**config.mk**
```make
export PLATFORM = sky130hd
export DESIGN_NAME = crc_mem_ctrl
export DESIGN_NICKNAME = d
export VERILOG_FILES = /design/src/rtl/crc_mem_ctrl.sv
export SDC_FILE = /design/constraint.sdc
export NUM_CORES = 1
export LEC_CHECK = 0
export ABC_AREA = 1
export CAP_MARGIN = 10
export CORE_ASPECT_RATIO = 1.5
export CORE_UTILIZATION = 42
export DETAILED_ROUTE_END_ITERATION = 10
export GPL_ROUTABILITY_DRIVEN = 0
export GPL_TIMING_DRIVEN = 0
export PLACE_DENSITY = 0.71
export RECOVER_POWER = 50
export SETUP_SLACK_MARGIN = 0.2
export SLEW_MARGIN = 40
export SYNTH_ARGS = -nofsm -noshare
export SYNTH_HDL_FRONTEND = slang
export SYNTH_SLANG_ARGS = --single-unit
```
**constraint.sdc**
```tcl
create_clock -name clk -period 1.2 [get_ports clk]
set_input_delay 0.24 -clock clk [delete_from_list [all_inputs] [get_ports clk]]
set_output_delay 0.24 -clock clk [all_outputs]
set_load 0.05 [all_outputs]
```
**src/rtl/crc_mem_ctrl.sv**
```systemverilog
// rtl/crc_mem_ctrl.sv - command sequencer for the CRC-protected 8x4 RAM; optional error counter under CRC_ERR_CNT_EN
module crc_mem_ctrl #(
  parameter logic [3:0] POLY       = 4'b1001,
  parameter int         RAM_RD_LAT = 1
) (
  input  logic       clk,
  input  logic       reset,
  input  logic       cmd_valid,
  output logic       cmd_ready,
  input  logic       cmd_write,
  input  logic [1:0] cmd_addr,
  input  logic [3:0] cmd_wdata,
  output logic       rsp_valid,
  output logic [3:0] rsp_rdata,
  output logic [2:0] rsp_crc,
  output logic       rsp_crc_err,
  output logic [2:0] ram_address,
  output logic [3:0] ram_data_in,
  output logic       ram_write_en,
  output logic       ram_read_en,
  input  logic [3:0] ram_data_out,
  output logic [3:0] err_cnt
);

  typedef enum logic [3:0] {
    IDLE,
    W_CALC,
    W_DATA,
    W_CRC,
    R_DATA,
    R_DWAIT,
    R_CRC,
    R_CWAIT,
    R_CALC,
    RSP
  } state_t;

  // Wait counter value on the cycle where the RAM output is valid.
  localparam logic [1:0] LAST_WAIT = 2'(RAM_RD_LAT - 1);
  // Bit counter value on the fourth (last) CRC step.
  localparam logic [1:0] LAST_BIT  = 2'd3;

  state_t     state_q, state_d;
  logic [1:0] cnt_q, cnt_d;
  logic [1:0] addr_q, addr_d;
  logic [3:0] data_q, data_d;
  logic [3:0] stored_q, stored_d;
  logic [2:0] crc_q, crc_d;
  logic [3:0] rsp_rdata_q, rsp_rdata_d;
  logic [2:0] rsp_crc_q, rsp_crc_d;
  logic       rsp_crc_err_q, rsp_crc_err_d;
  logic [2:0] crc_next;

  // One bit-serial CRC step; POLY[3] is the implied leading term.
  function automatic logic [2:0] crc_step(input logic [2:0] crc, input logic d);
    logic fb;
    fb = crc[2] ^ d;
    return {crc[1:0], 1'b0} ^ (fb ? POLY[2:0] : 3'b000);
  endfunction

  assign rsp_rdata   = rsp_rdata_q;
  assign rsp_crc     = rsp_crc_q;
  assign rsp_crc_err = rsp_crc_err_q;

  // Next-state, datapath updates and RAM/handshake outputs decoded from the current state.
  always_comb begin
    state_d       = state_q;
    cnt_d         = cnt_q;
    addr_d        = addr_q;
    data_d        = data_q;
    stored_d      = stored_q;
    crc_d         = crc_q;
    rsp_rdata_d   = rsp_rdata_q;
    rsp_crc_d     = rsp_crc_q;
    rsp_crc_err_d = rsp_crc_err_q;
    cmd_ready     = 1'b0;
    rsp_valid     = 1'b0;
    ram_address   = 3'b000;
    ram_data_in   = 4'h0;
    ram_write_en  = 1'b0;
    ram_read_en   = 1'b0;
    // Data is consumed MSB first: bit index 3 on the first step, 0 on the last.
    crc_next      = crc_step(crc_q, data_q[LAST_BIT - cnt_q]);

    unique case (state_q)
      IDLE: begin
        cmd_ready = 1'b1;
        if (cmd_valid) begin
          addr_d  = cmd_addr;
          data_d  = cmd_wdata;
          crc_d   = 3'b000;
          cnt_d   = 2'd0;
          state_d = cmd_write ? W_CALC : R_DATA;
        end
      end
      W_CALC: begin
        crc_d = crc_next;
        cnt_d = cnt_q + 2'd1;
        if (cnt_q == LAST_BIT) begin
          state_d = W_DATA;
        end
      end
      W_DATA: begin
        ram_address  = {1'b0, addr_q};
        ram_data_in  = data_q;
        ram_write_en = 1'b1;
        state_d      = W_CRC;
      end
      W_CRC: begin
        ram_address   = {1'b1, addr_q};
        ram_data_in   = {1'b0, crc_q};
        ram_write_en  = 1'b1;
        rsp_crc_d     = crc_q;
        rsp_crc_err_d = 1'b0;
        state_d       = RSP;
      end
      R_DATA: begin
        ram_address = {1'b0, addr_q};
        ram_read_en = 1'b1;
        cnt_d       = 2'd0;
        state_d     = R_DWAIT;
      end
      R_DWAIT: begin
        cnt_d = cnt_q + 2'd1;
        if (cnt_q == LAST_WAIT) begin
          data_d  = ram_data_out;
          cnt_d   = 2'd0;
          state_d = R_CRC;
        end
      end
      R_CRC: begin
        ram_address = {1'b1, addr_q};
        ram_read_en = 1'b1;
        cnt_d       = 2'd0;
        state_d     = R_CWAIT;
      end
      R_CWAIT: begin
        cnt_d = cnt_q + 2'd1;
        if (cnt_q == LAST_WAIT) begin
          stored_d = ram_data_out;
          cnt_d    = 2'd0;
          crc_d    = 3'b000;
          state_d  = R_CALC;
        end
      end
      R_CALC: begin
        crc_d = crc_next;
        cnt_d = cnt_q + 2'd1;
        if (cnt_q == LAST_BIT) begin
          rsp_rdata_d   = data_q;
          rsp_crc_d     = crc_next;
          // A set bit 3 in the stored word can never come from a genuine CRC write.
          rsp_crc_err_d = (stored_q[2:0] != crc_next) | stored_q[3];
          state_d       = RSP;
        end
      end
      RSP: begin
        rsp_valid = 1'b1;
        state_d   = IDLE;
      end
      default: begin
        state_d = IDLE;
      end
    endcase
  end

  // State and datapath registers; reset aborts any operation in flight.
  always_ff @(posedge clk or negedge reset) begin
    if (!reset) begin
      state_q       <= IDLE;
      cnt_q         <= 2'd0;
      addr_q        <= 2'd0;
      data_q        <= 4'h0;
      stored_q      <= 4'h0;
      crc_q         <= 3'b000;
      rsp_rdata_q   <= 4'h0;
      rsp_crc_q     <= 3'b000;
      rsp_crc_err_q <= 1'b0;
    end else begin
      state_q       <= state_d;
      cnt_q         <= cnt_d;
      addr_q        <= addr_d;
      data_q        <= data_d;
      stored_q      <= stored_d;
      crc_q         <= crc_d;
      rsp_rdata_q   <= rsp_rdata_d;
      rsp_crc_q     <= rsp_crc_d;
      rsp_crc_err_q <= rsp_crc_err_d;
    end
  end

`ifdef CRC_ERR_CNT_EN
  logic [3:0] err_cnt_q, err_cnt_d;

  // Count responses flagging a CRC error, saturating at all-ones.
  always_comb begin
    err_cnt_d = err_cnt_q;
    if (state_q == RSP && rsp_crc_err_q && err_cnt_q != 4'hF) begin
      err_cnt_d = err_cnt_q + 4'd1;
    end
  end

  // Error counter register, cleared only by reset.
  always_ff @(posedge clk or negedge reset) begin
    if (!reset) begin
      err_cnt_q <= 4'h0;
    end else begin
      err_cnt_q <= err_cnt_d;
    end
  end

  assign err_cnt = err_cnt_q;
`else
  assign err_cnt = 4'h0;
`endif

endmodule

```
Word level (Yosys, flattened, before mapping)

Cells that the tools add are included.

Bits in registers: 27
Bits of input ports: 14
Output and inout bits: 23
Logic and storage cells: 80

$add $sub $neg: 2
$lt $le $gt $ge: 1
Equality and inequality tests: 16
Mux-type cells: 29
Bitwise gates (word level): 3
Reduce and logical (&&, ||, !) cells: 20

Operator list:

| cell               | number |
|---|---|
| $pmux 4 s9         | 1 |
| $mux 4             | 7 |
| $eq 4x3->1 const B | 4 |
| $pmux 4 s2         | 2 |
| $mux 3             | 4 |
| $pmux 3 s2         | 2 |
| $reduce_or 2->1    | 6 |
| $ne 2x2->1 const B | 5 |
| $reduce_and 2->1   | 5 |
| $pmux 3 s3         | 1 |
| $eq 4x2->1 const B | 2 |
| $eq 4x4->1 const B | 2 |
| $pmux 2 s4         | 1 |
| $mux 1             | 7 |
| $reduce_and 3->1   | 2 |
| $reduce_and 5->1   | 1 |
| $eq 4x1->1 const B | 1 |
| $logic_not 4->1    | 1 |
| $mux 2             | 2 |
| $reduce_bool 2->1  | 2 |
| $reduce_bool 4->1  | 1 |
| $lt 2x3->1 const B | 1 |
| $ne 3x3->1         | 1 |
| $reduce_bool 3->1  | 1 |
| 9 further kinds    | 9 |

Longest topological paths before layout

Gate-level depths: netlist of the first run.

Depth in word-level cells: 10
Gate-level depth with buffers: 9

Worst setup path after synthesis of the first run

Ideal clock, no wire load.

Kind: reg2out
Start point: reg state_q[3]
End point: out ram_address[0]
Data arrival time: 2224 ps
Required time: 960 ps
Slack: -1264 ps
Stages on the path, launching flop included: 8
Path buffers: 0
Cells stage by stage: dfrtp_1 inv_2 nand2_2 nor2_1 inv_1 o21ai_0 inv_1 nor2_1

Longest elaborated chain between the ends: 3
Elaborated cells between the ends (all ways): 7
Classes of those cells: 4 x eq/ne; 1 x mux; 2 x reduce/logical

Ends and longest elaborated chain:

| element                                  | RTL line | text |
|---|---|---|
| from (decl)                              | 43       | `state_t state_q, state_d;` |
| from (signal assigned)                   | 180      | `state_q <= state_d;` |
| $eq 4x3->1 or $eq 4x2->1 (tied branches) | 85       | `unique case (state_q)` |
| $reduce_or 2->1 (no line)                | n/a      |  |
| $pmux 3 s2 (*)                           | 85       |  |
| to (decl)                                | 17       | `output logic [2:0] ram_address,` |

Every way passes the cells marked *; elsewhere a longest branch is shown, timed or not.

Worst setup path after layout of the first run

Start point: reg state_q[2]
End point: out ram_data_in[1]

Longest elaborated chain between the ends: 2
Elaborated cells between the ends (all ways): 3
Classes of those cells: 2 x eq/ne; 1 x mux

Ends and longest elaborated chain:

| element        | RTL line | text |
|---|---|---|
| $eq 4x2->1     | 85       |  |
| $pmux 4 s2 (*) | 85       |  |
| to (decl)      | 18       | `output logic [3:0] ram_data_in,` |

Marked as above.

==> impl_results.md, run 1 <==
- I/O pins: 37
- WL/cell: around 14 um
- Max Freq: 567 MHz
- Element type at the critical path end: primary output
- Worst vdd ir: roughly 2 mV
- CP arrival: between 1500 and 2000 ps
- Mean Syn Cell Area: between 8 and 9 um2
- Initial core utilization: 0.439
- # diodes: 0
- Commonest non-fill, non-tap cell in the layout: nand2_1
- Crit path max-delay family: flip-flops
- Core Rows: 27
- Post-route insts no fill: 323
- Max H-tree Level: 1
- Buffers on Ports: 32
- Max Clock Skew: just over 5 ps
- EDFF count, synth: 0
- Drt total wl: roughly 4500 um
- CP cell instances: nor2_4, buf_4, nand2_4, o22ai_4, buf_6
- Chip Width: between 50 and 60 um
- First-pass GRT wire length: ~7000 um
- Seq/Total Area, Yosys: 0.418
- Num Clock Sinks: 27
- Total power per unit cell area: between 2000 and 3000 mW/mm2
- GRT Total Usage: 0.229
- Ratio of cells with drive above 1 in the final layout: 0.500
- Post-synth top flop: dfrtp_1
- Worst R2R Path Depth: 10
- Min cycle time layout: between 1500 and 2000 ps
- Worst skew pair latency: 280 ps
- Hold WC Path Type: input pin to async pin
- Maximum number of pins on one net before global-route repair: 28
- Most frequent cells in the layout: nand2_1, buf_4, buf_6
- Worst-path clk slew: around 90 ps
- Initial antenna violation count: 0
- CP max FO: 5
- TritonCTS Buffers: 3
- Status: complete, but fails checks
- Finish-stage setup viols: 38
- Layout area overhead: 67.7%
- CTS root buffer: clkbuf_8
- Slew HR: 0.547
- Internal reg-to-reg setup slack: -460 ps
- Core Box Area: between 0.003 and 0.004 mm2
- Final period util: 1.47
- Drt pass-1 iters: 4
- Sum Neg Setup Slack: -12750 ps
- Synth Register Bits: 27
- Async SR Flop Fraction: 1.00
- WP buf/inv: 2
- CP Launch Type: register
- RR Startpoint: state_q[3]
- Final ANT Viol Nets: 0
- CTS tree: done
- Die H: slightly below 80 um
- Setup WS pre-CTS: -1120 ps
- Ys Warns: 0
- Synth unique cells: 30
- Beginning of the critical path: state_q[2]
- Worst setup margin: -563 ps
- Max_cap viols: 0
- Violated checks: setup timing
- Synth Cell Area: between 0.0015 and 0.002 mm2
- Die ar.: 0.00411 mm2
- Gr ovfl total: 0
- Iter 0 DRT Violations: 33
- Mapped Cells: between 200 and 250
- Leakage: roughly 1.3 nW
- R2r endpoint: state_q[0]
- Vias in the first global route: 1590
- Drt via density: a little under 5
- Req. time, crit path: roughly 960 ps
- DP Wirelength: approximately 2800 um
- RSZ-0062 raised after global routing: true
- Crit path kind: register to primary output
- Max incr delay on CP: roughly 460 ps
- # DRC: 0
- Hold Vio Cnt, Final: 0
- Cells after DPL: 280
- CTS Buffer Depth: 2
- Nets@finish: between 200 and 300
- Total number of vias: about 1600
- Measured slew at the worst slew-check pin: between 600 and 700 ps
- CP max stage cell: dfrtp_2
- Final Max Tran Viols: 0
- Layout fillers: between 200 and 300
==> flip-flops by register name (all words and copies together), names as in the netlist <==
name         cells
data_q           4
crc_q            3
addr_q           2
cnt_q            2
rsp_rdata        4
rsp_crc_err      1
state_q          4
rsp_crc          3
stored_q         4
==> cells by family (layout without fill, tap and decap cells) <==
kind of cell,after synthesis,after routing,share of synthesized area
other cells,1,4,0.00232
buf+inv,42,117,0.118
fa+ha+maj,3,3,0.0232
flops,27,27,0.418
compound gates,44,44,0.187
simple gates,85,85,0.252
==> cell type report <==
| type | count | area, um2 | area share |
|---|---|---|---|
| multi-input cells | 136 | 1000 | 0.370 |
| well taps | 43 | 53.8 | 0.0198 |
| repair buffers | 71 | 718 | 0.265 |
| inverters | 36 | 158 | 0.0581 |
| clock inverters | 1 | 5.00 | 0.00185 |
| flip-flops and latches | 27 | 681 | 0.251 |
| plain buffers | 6 | 52.6 | 0.0194 |
| clock buffers | 3 | 41.3 | 0.0152 |
==> metal layers <==
layer  global-route usage  up-vias  part of all wire
li1                     -      800                 -
met1                0.277      759              0.40
met2                0.406       34              0.56
met3               0.0213        9             0.022
met4               0.0789        0             0.016
met5                    0        -                 0
==> worst max path at each step <==
stage | endpoint | slack [ps] | cells after the start
floorplan | ram_address[0] | -460 | 7
global placement | ram_data_in[0] | -1120 | 4
detailed placement | ram_data_in[1] | -1120 | 4
CTS | ram_address[0] | -530 | 6
global route | ram_data_in[1] | -620 | 5
finish | ram_data_in[1] | -560 | 5
==> timing repair <==
| item | in CTS | in global routing |
|---|---|---|
| hold endpoints to repair | 27 | 0 |
| pin swaps | 7 | 10 |
| gates resized for setup | 163 | 27 |
| endpoints found under the setup margin | 46 | 73 |
| buffers inserted | 16 | 22 |
| hold buffers | 1 | 0 |
==> synthesized netlist by cell type (2+ instances only) <==
master | n | area [um2]
nand2_1 | 46 | 173
dfrtp_1 | 27 | 676
inv_1 | 27 | 101
nand3_1 | 11 | 55.1
nor2_1 | 11 | 41.3
o21ai_1 | 9 | 45.0
inv_2 | 8 | 30.0
o21ai_0 | 7 | 35.0
o22ai_1 | 7 | 43.8
a21oi_1 | 5 | 25.0
nand2_2 | 5 | 31.3
buf_4 | 4 | 30.0
o211ai_2 | 4 | 50.1
o21ai_2 | 4 | 35.0
ha_1 | 3 | 37.5
nor2_2 | 3 | 18.8
nor2_4 | 3 | 33.8
a31oi_1 | 2 | 12.5
buf_6 | 2 | 22.5
nand2_4 | 2 | 22.5
nand3_2 | 2 | 20.0
o31ai_1 | 2 | 15.0
==> power breakdown <==
| part | switching, W | internal (W) | total, W |
|---|---|---|---|
| clock | 0.000298 | 0.000233 | 0.000532 |
| combinational | 0.00308 | 0.00226 | 0.00534 |
| sequential | 0.000305 | 0.00130 | 0.00161 |
| total | 0.00369 | 0.00379 | 0.00748 |
==> metrics by stage <==
stage | area (um2) | hold slack (ps) | total power (W) | util
2_1_floorplan | 1710 | -55.6 | 0.00436 | -
3_3_place_gp | 2090 | 456 | 0.00520 | 0.567
3_5_place_dp | 2080 | 285 | 0.00527 | 0.565
4_1_cts | 2420 | 524 | 0.00654 | 0.656
5_1_grt | 2710 | 555 | 0.00796 | 0.737
6_report | 2710 | 526 | 0.00748 | 0.737
No activity file was read; power rests on OpenSTA's default activity.
==> run 2: changes to the inputs <==
--- a/config.mk
+++ b/config.mk
@@ -7,7 +7,7 @@
 export LEC_CHECK = 0
 export ABC_AREA = 1
 export CAP_MARGIN = 10
-export CORE_ASPECT_RATIO = 1.5
+export CORE_ASPECT_RATIO = 0.8
 export CORE_UTILIZATION = 42
 export DETAILED_ROUTE_END_ITERATION = 10
 export GPL_ROUTABILITY_DRIVEN = 0
@@ -19,3 +19,4 @@
 export SYNTH_ARGS = -nofsm -noshare
 export SYNTH_HDL_FRONTEND = slang
 export SYNTH_SLANG_ARGS = --single-unit
+export TNS_END_PERCENT = 100
==> impl_results.md, run 2 (same netlist as run 1, synthesis figures left out) <==
- Initial antenna violation count: 0 (unchanged)
- Min cycle time layout: 1740 ps (was 1760 ps)
- CP most frequent cell: buf_6
- CP Launch Type: register (unchanged)
- Crit path kind: register to primary output (unchanged)
- Die H: 57.5 um (was 78.0 um)
- RSZ-0062 raised after global routing: true (unchanged)
- Sw Share: 0.500 (was 0.493)
- Final Max Tran Viols: 0 (unchanged)
- Violated checks: DRC, hold timing, setup timing (was setup timing)
- TritonCTS Buffers: 3 (unchanged)
- Max H-tree Level: 1 (unchanged)
- First-pass GRT wire length: 6490 um (was 7030 um)
- Ratio of cells with drive above 1 in the final layout: 0.514 (was 0.500)
- RR Startpoint: state_q[2] (was state_q[3])
- Req. time, crit path: 960 ps (about the same)
- Initial core utilization: 0.454 (was 0.439)
- Cells after DPL: 279 (was 280)
- CTS Buffer Depth: 2 (unchanged)
- # DRC: 2 (was 0)
- Internal reg-to-reg setup slack: -410 ps (was -460 ps)
- Finish-stage setup viols: 38 (unchanged)
- Reg power frac: 0.212 (was 0.215)
- Maximum number of pins on one net before global-route repair: 28 (unchanged)
- CP max stage cell: dfrtp_2 (unchanged)
- Measured slew at the worst slew-check pin: 653 ps (was 680 ps)
- Max incr delay on CP: 440 ps (was 460 ps)
- Drt total wl: 4780 um (was 4470 um)
- Slew HR: 0.565 (was 0.547)
- Drt via density: 5.16 (was 4.96)
- Core Box Area: 0.00357 mm2 (was 0.00368 mm2)
- Num Clock Sinks: 27 (unchanged)
- Total power: 0.00756 W (was 0.00748 W)
- Worst R2R Path Depth: 10 (unchanged)
- Post-route insts no fill: 324 (was 323)
- Final period util: 1.45 (was 1.47)
- GRT Total Usage: 0.206 (was 0.229)
- Max Clock Skew: 2.07 ps (was 5.14 ps)
- Vias in the first global route: 1418 (was 1590)
- Final ANT Viol Nets: 0 (unchanged)
- Leakage: 1.31 nW (was 1.30 nW)
- WP buf/inv: 2 (unchanged)
- CP Depth: 5 (unchanged)
- Total number of vias: 1671 (was 1602)
- DP Wirelength: 2740 um (was 2820 um)
- Max Freq: 574 MHz (was 567 MHz)
- Gr ovfl total: 0 (unchanged)
- Max_cap viols: 0 (unchanged)
- Worst vdd ir: 1.40 mV (was 2.00 mV)
- CP max FO: 5 (unchanged)
- Internal: 0.00378 W (was 0.00379 W)
- CTS root buffer: clkbuf_8 (unchanged)
- CP arrival: 1500 ps (was 1520 ps)
- CTS tree: done (unchanged)
- Worst setup margin: -543 ps (was -563 ps)
- Layout area overhead: 67.9% (was 67.7%)
- Worst-path clk slew: 90 ps (about the same)
- Status: complete, but fails checks (unchanged)
- Layout fillers: 243 (was 270)
- WL/cell: 14.7 um (was 13.8 um)
- Hold Vio Cnt, Final: 27 (was 0)
- Iter 0 DRT Violations: 63 (was 33)
- Buffers on Ports: 32 (unchanged)
- Core Rows: 19 (was 27)
- R2r endpoint: data_q[0] (was state_q[0])
- Commonest non-fill, non-tap cell in the layout: buf_4 (was nand2_1)
- CP cell instances: nor2_4, buf_6, nand3_4, o22ai_2, buf_6 (was nor2_4, buf_4, nand2_4, o22ai_4, buf_6)
- Hold WC Path Type: input pin to async pin (unchanged)
- Die ar.: 0.00411 mm2 (about the same)
- Nets@finish: 300 (was 298)
- I/O pins: 37 (unchanged)
- Clock power frac: 0.068 (was 0.071)
- Worst skew pair latency: 270 ps (was 280 ps)
- Total power per unit cell area: 2780 mW/mm2 (was 2760 mW/mm2)
- Min Hold Slack: -24.7 ps (was 526 ps)
- Drt pass-1 iters: 7 (was 4)
- Switching pwr: 0.00378 W (was 0.00369 W)
- Logic pwr share: 0.720 (was 0.714)
- Element type at the critical path end: primary output (unchanged)
- Crit path max-delay family: flip-flops (unchanged)
- Most frequent cells in the layout: buf_4, nand2_1, buf_6, dfrtp_1, inv_1 (was nand2_1, buf_4, buf_6)
- Chip Width: 71.4 um (was 52.7 um)
- # diodes: 0 (unchanged)
-- run 2: per-stage QoR --
stage	setup slack (ps)	cell area [um2]	util	hold slack [ps]	setup TNS, ps
after floorplan	-460	1710	-	-55.6	-5220
after global placement	-1070	2090	0.585	455	-29090
after detailed placement	-1070	2080	0.584	288	-15370
after CTS	-501	2400	0.674	-11.5	-9630
after global routing	-587	2720	0.762	32.5	-15500
final	-543	2720	0.762	-24.7	-13350
-- run 2: power groups by stage --
stage	Combinational, W	Clock (W)	Sequential, W
after detailed placement	0.00368	0	0.00158
final	0.00544	0.000514	0.00161
after floorplan	0.00249	0	0.00187
after global routing	0.00575	0.000560	0.00164
after global placement	0.00365	0	0.00156
after CTS	0.00442	0.000528	0.00159
-- run 2: cell type report --
class	instances	area, um2	share of cell area
Multi-Input combinational cell	136	1020	0.376
Timing Repair Buffer	73	708	0.261
Sequential cell	27	679	0.250
Inverter	36	158	0.0580
Buffer	6	52.6	0.0193
Tap cell	42	52.6	0.0193
Clock buffer	4	45.0	0.0166
-- run 2: layer usage --
metal / up-vias / wire, um / track usage
met5: - / 0 / 0
met3: 8 / 204 / 0.0424
li1: 808 / - / -
met2: 60 / 2470 / 0.340
met4: 0 / 86 / 0.0314
met1: 795 / 2020 / 0.286
-- run 2: worst max path at each step --
stage | start | endpoint
3_5_place_dp | state_q[2] | ram_data_in[0]
5_1_grt | state_q[2] | ram_data_in[1]
6_report | state_q[2] | ram_data_in[1]
3_3_place_gp | state_q[2] | ram_data_in[0]
4_1_cts | state_q[3] | ram_address[0]
2_1_floorplan | state_q[3] | ram_address[0]
-- run 2: timing repair --
| action | CTS | global route |
|---|---|---|
| pin swaps | 12 | 14 |
| hold endpoints to repair | 27 | 0 |
| endpoints found under the setup margin | 46 | 46 |
| cloned | 0 | 2 |
| gates resized for setup | 161 | 36 |
| buffers inserted | 20 | 19 |
==> run 3: changes to the inputs <==
--- a/config.mk
+++ b/config.mk
@@ -8,6 +8,7 @@
 export ABC_AREA = 1
 export CAP_MARGIN = 10
 export CORE_ASPECT_RATIO = 0.8
+export CORE_MARGIN = 3
 export CORE_UTILIZATION = 42
 export DETAILED_ROUTE_END_ITERATION = 10
 export GPL_ROUTABILITY_DRIVEN = 0
@@ -15,7 +16,7 @@
 export PLACE_DENSITY = 0.71
 export RECOVER_POWER = 50
 export SETUP_SLACK_MARGIN = 0.2
-export SLEW_MARGIN = 40
+export SLEW_MARGIN = 30
 export SYNTH_ARGS = -nofsm -noshare
 export SYNTH_HDL_FRONTEND = slang
 export SYNTH_SLANG_ARGS = --single-unit
==> constraint.sdc (replaced) <==
create_clock -name clk -period 1.2 [get_ports clk]
set_input_delay 0.24 -clock clk [delete_from_list [all_inputs] [get_ports clk]]
set_output_delay 0.24 -clock clk [all_outputs]
set_load 0.01 [all_outputs]
==> impl_results.md, run 3 (same netlist as run 1, synthesis figures left out) <==
- WL/cell: 16.4 um (was 14.7 um)
- Worst skew pair latency: 290 ps (was 270 ps)
- Hold WC Path Type: input pin to async pin (unchanged)
- Drt total wl: 5330 um (was 4780 um)
- Min cycle time layout: 1710 ps (was 1740 ps)
- Crit path kind: register to primary output (unchanged)
- Setup WS pre-CTS: -710 ps (was -1070 ps)
- CP max FO: 5 (unchanged)
- Ratio of cells with drive above 1 in the final layout: 0.544 (was 0.514)
- Core Box Area: 0.00357 mm2 (unchanged)
- Gr ovfl total: 0 (unchanged)
- DP Wirelength: 2690 um (was 2740 um)
- Initial antenna violation count: 0 (unchanged)
- Max Freq: 585 MHz (was 574 MHz)
- Worst vdd ir: 1.31 mV (was 1.40 mV)
- Buffers on Ports: 32 (unchanged)
- Violated checks: hold timing, setup timing (was DRC, hold timing, setup timing)
- Final ANT Viol Nets: 0 (unchanged)
- Total number of vias: 1744 (was 1671)
- Max Clock Skew: 12.8 ps (was 2.07 ps)
- Post-route insts no fill: 325 (was 324)
- CTS tree: done (unchanged)
- TritonCTS Buffers: 3 (unchanged)
- Final period util: 1.43 (was 1.45)
- Final Max Tran Viols: 0 (unchanged)
- Die H: 61.5 um (was 57.5 um)
- Status: complete, but fails checks (unchanged)
- Slew HR: 0.540 (was 0.565)
- Total power per unit cell area: 2580 mW/mm2 (was 2780 mW/mm2)
- Req. time, crit path: 960 ps (about the same)
- RR Startpoint: state_q[2] (unchanged)
- Element type at the critical path end: primary output (unchanged)
- Min Hold Slack: -28.5 ps (was -24.7 ps)
- Worst R2R Path Depth: 10 (unchanged)
- Cell Area, Placed: 0.00201 mm2 (was 0.00208 mm2)
- CP Launch Type: register (unchanged)
- CTS root buffer: clkbuf_8 (unchanged)
- RSZ-0062 raised after global routing: true (unchanged)
- Commonest non-fill, non-tap cell in the layout: buf_4 (unchanged)
- Core Rows: 19 (unchanged)
- Post-route cell area: 0.00269 mm2 (was 0.00272 mm2)
- I/O pins: 37 (unchanged)
- Die ar.: 0.00464 mm2 (was 0.00411 mm2)
- Drt via density: 5.37 (was 5.16)
- Core Util, Final: 0.755 (was 0.762)
- Layout area overhead: 66.5% (was 67.9%)
- Maximum number of pins on one net before global-route repair: 28 (unchanged)
- Initial core utilization: 0.454 (unchanged)
- First-pass GRT wire length: 6620 um (was 6490 um)
- Cells after DPL: 279 (unchanged)
- CTS Buffer Depth: 2 (unchanged)
- Leakage: 1.30 nW (was 1.31 nW)
- Chip Width: 75.4 um (was 71.4 um)
- Measured slew at the worst slew-check pin: 689 ps (was 653 ps)
- Worst-path clk slew: 110 ps (was 90 ps)
- Hold Vio Cnt, Final: 23 (was 27)
- Drt pass-1 iters: 4 (was 7)
- Max H-tree Level: 1 (unchanged)
- # DRC: 0 (was 2)
- Worst setup margin: -511 ps (was -543 ps)
- # diodes: 0 (unchanged)
- Finish-stage setup viols: 38 (unchanged)
- Max_cap viols: 0 (unchanged)
- Most frequent cells in the layout: buf_4, nand2_1, dfrtp_1 (was buf_4, nand2_1, buf_6, dfrtp_1, inv_1)
- Num Clock Sinks: 27 (unchanged)
- R2r endpoint: state_q[0] (was data_q[0])
- Vias in the first global route: 1400 (was 1418)
- Internal reg-to-reg setup slack: -490 ps (was -410 ps)
- GRT Total Usage: 0.191 (was 0.206)
- CP arrival: 1470 ps (was 1500 ps)
- Iter 0 DRT Violations: 125 (was 63)
- Nets@finish: 301 (was 300)
## run 3: changes by cell type in the layout (fill, tap and decap cells not counted), sizes merged
cell / delta
buf: +1
clkbuf: -2
clkinvlp: +1
nand2: +1
## run 3: layout make-up
class,count,area (um2)
plain buffers,6,52.6
clock buffers,3,41.3
clock inverters,1,7.51
fillers,241,872
inverters,36,158
multi-input cells,137,1070
flip-flops and latches,27,681
well taps,42,52.6
repair buffers,73,628
## run 3: worst max path at each step
stage               startpoint             end  slack [ps]  cells past startpoint
floorplan           state_q[2]      state_q[0]         -90                      7
global placement    state_q[2]  ram_data_in[0]        -730                      4
detailed placement  state_q[2]  ram_data_in[0]        -710                      4
CTS                 state_q[3]  ram_address[0]        -500                      7
global route        state_q[2]  ram_address[0]        -570                      7
finish              state_q[2]  ram_address[1]        -510                      8
## run 3: what timing repair did
item / in CTS / in global routing
gates resized for setup: 112 / 71
gates cloned: 1 / 0
endpoints found under the setup margin: 46 / 46
pin swaps: 9 / 17
endpoints found under the hold margin: 27 / 0
buffers inserted: 23 / 18
## run 3: worst max-delay path: stages, from the launching register on
cell and delay, ps:
dfrtp_2 450, buf_4 150, nand2_4 110, nor2_4 50, inv_2 110, o21ai_4 80, inv_2 70, nor2_2 30
buf_2 130
## run 3: routing by layer
metal,up-vias,GRT usage,wire length (um)
li1,810,-,-
met1,828,0.251,2170
met2,80,0.306,2630
met3,26,0.0522,329
met4,0,0.0673,202
met5,-,0,0
## run 3: where the power goes
group / switching (W) / internal (W) / total [W]
registers: 0.000294 / 0.00130 / 0.00160
logic: 0.00264 / 0.00218 / 0.00482
clock network: 0.000312 / 0.000237 / 0.000549
total: 0.00324 / 0.00372 / 0.00696
## run 3: stage by stage
step	hold WS, ps	setup TNS (ps)	power, W
6_report	-28.5	-13520	0.00696
2_1_floorplan	-55.6	-1250	0.00345
3_3_place_gp	456	-24420	0.00431
5_1_grt	28.6	-15690	0.00740
4_1_cts	-20.2	-10720	0.00560
3_5_place_dp	290	-9840	0.00435
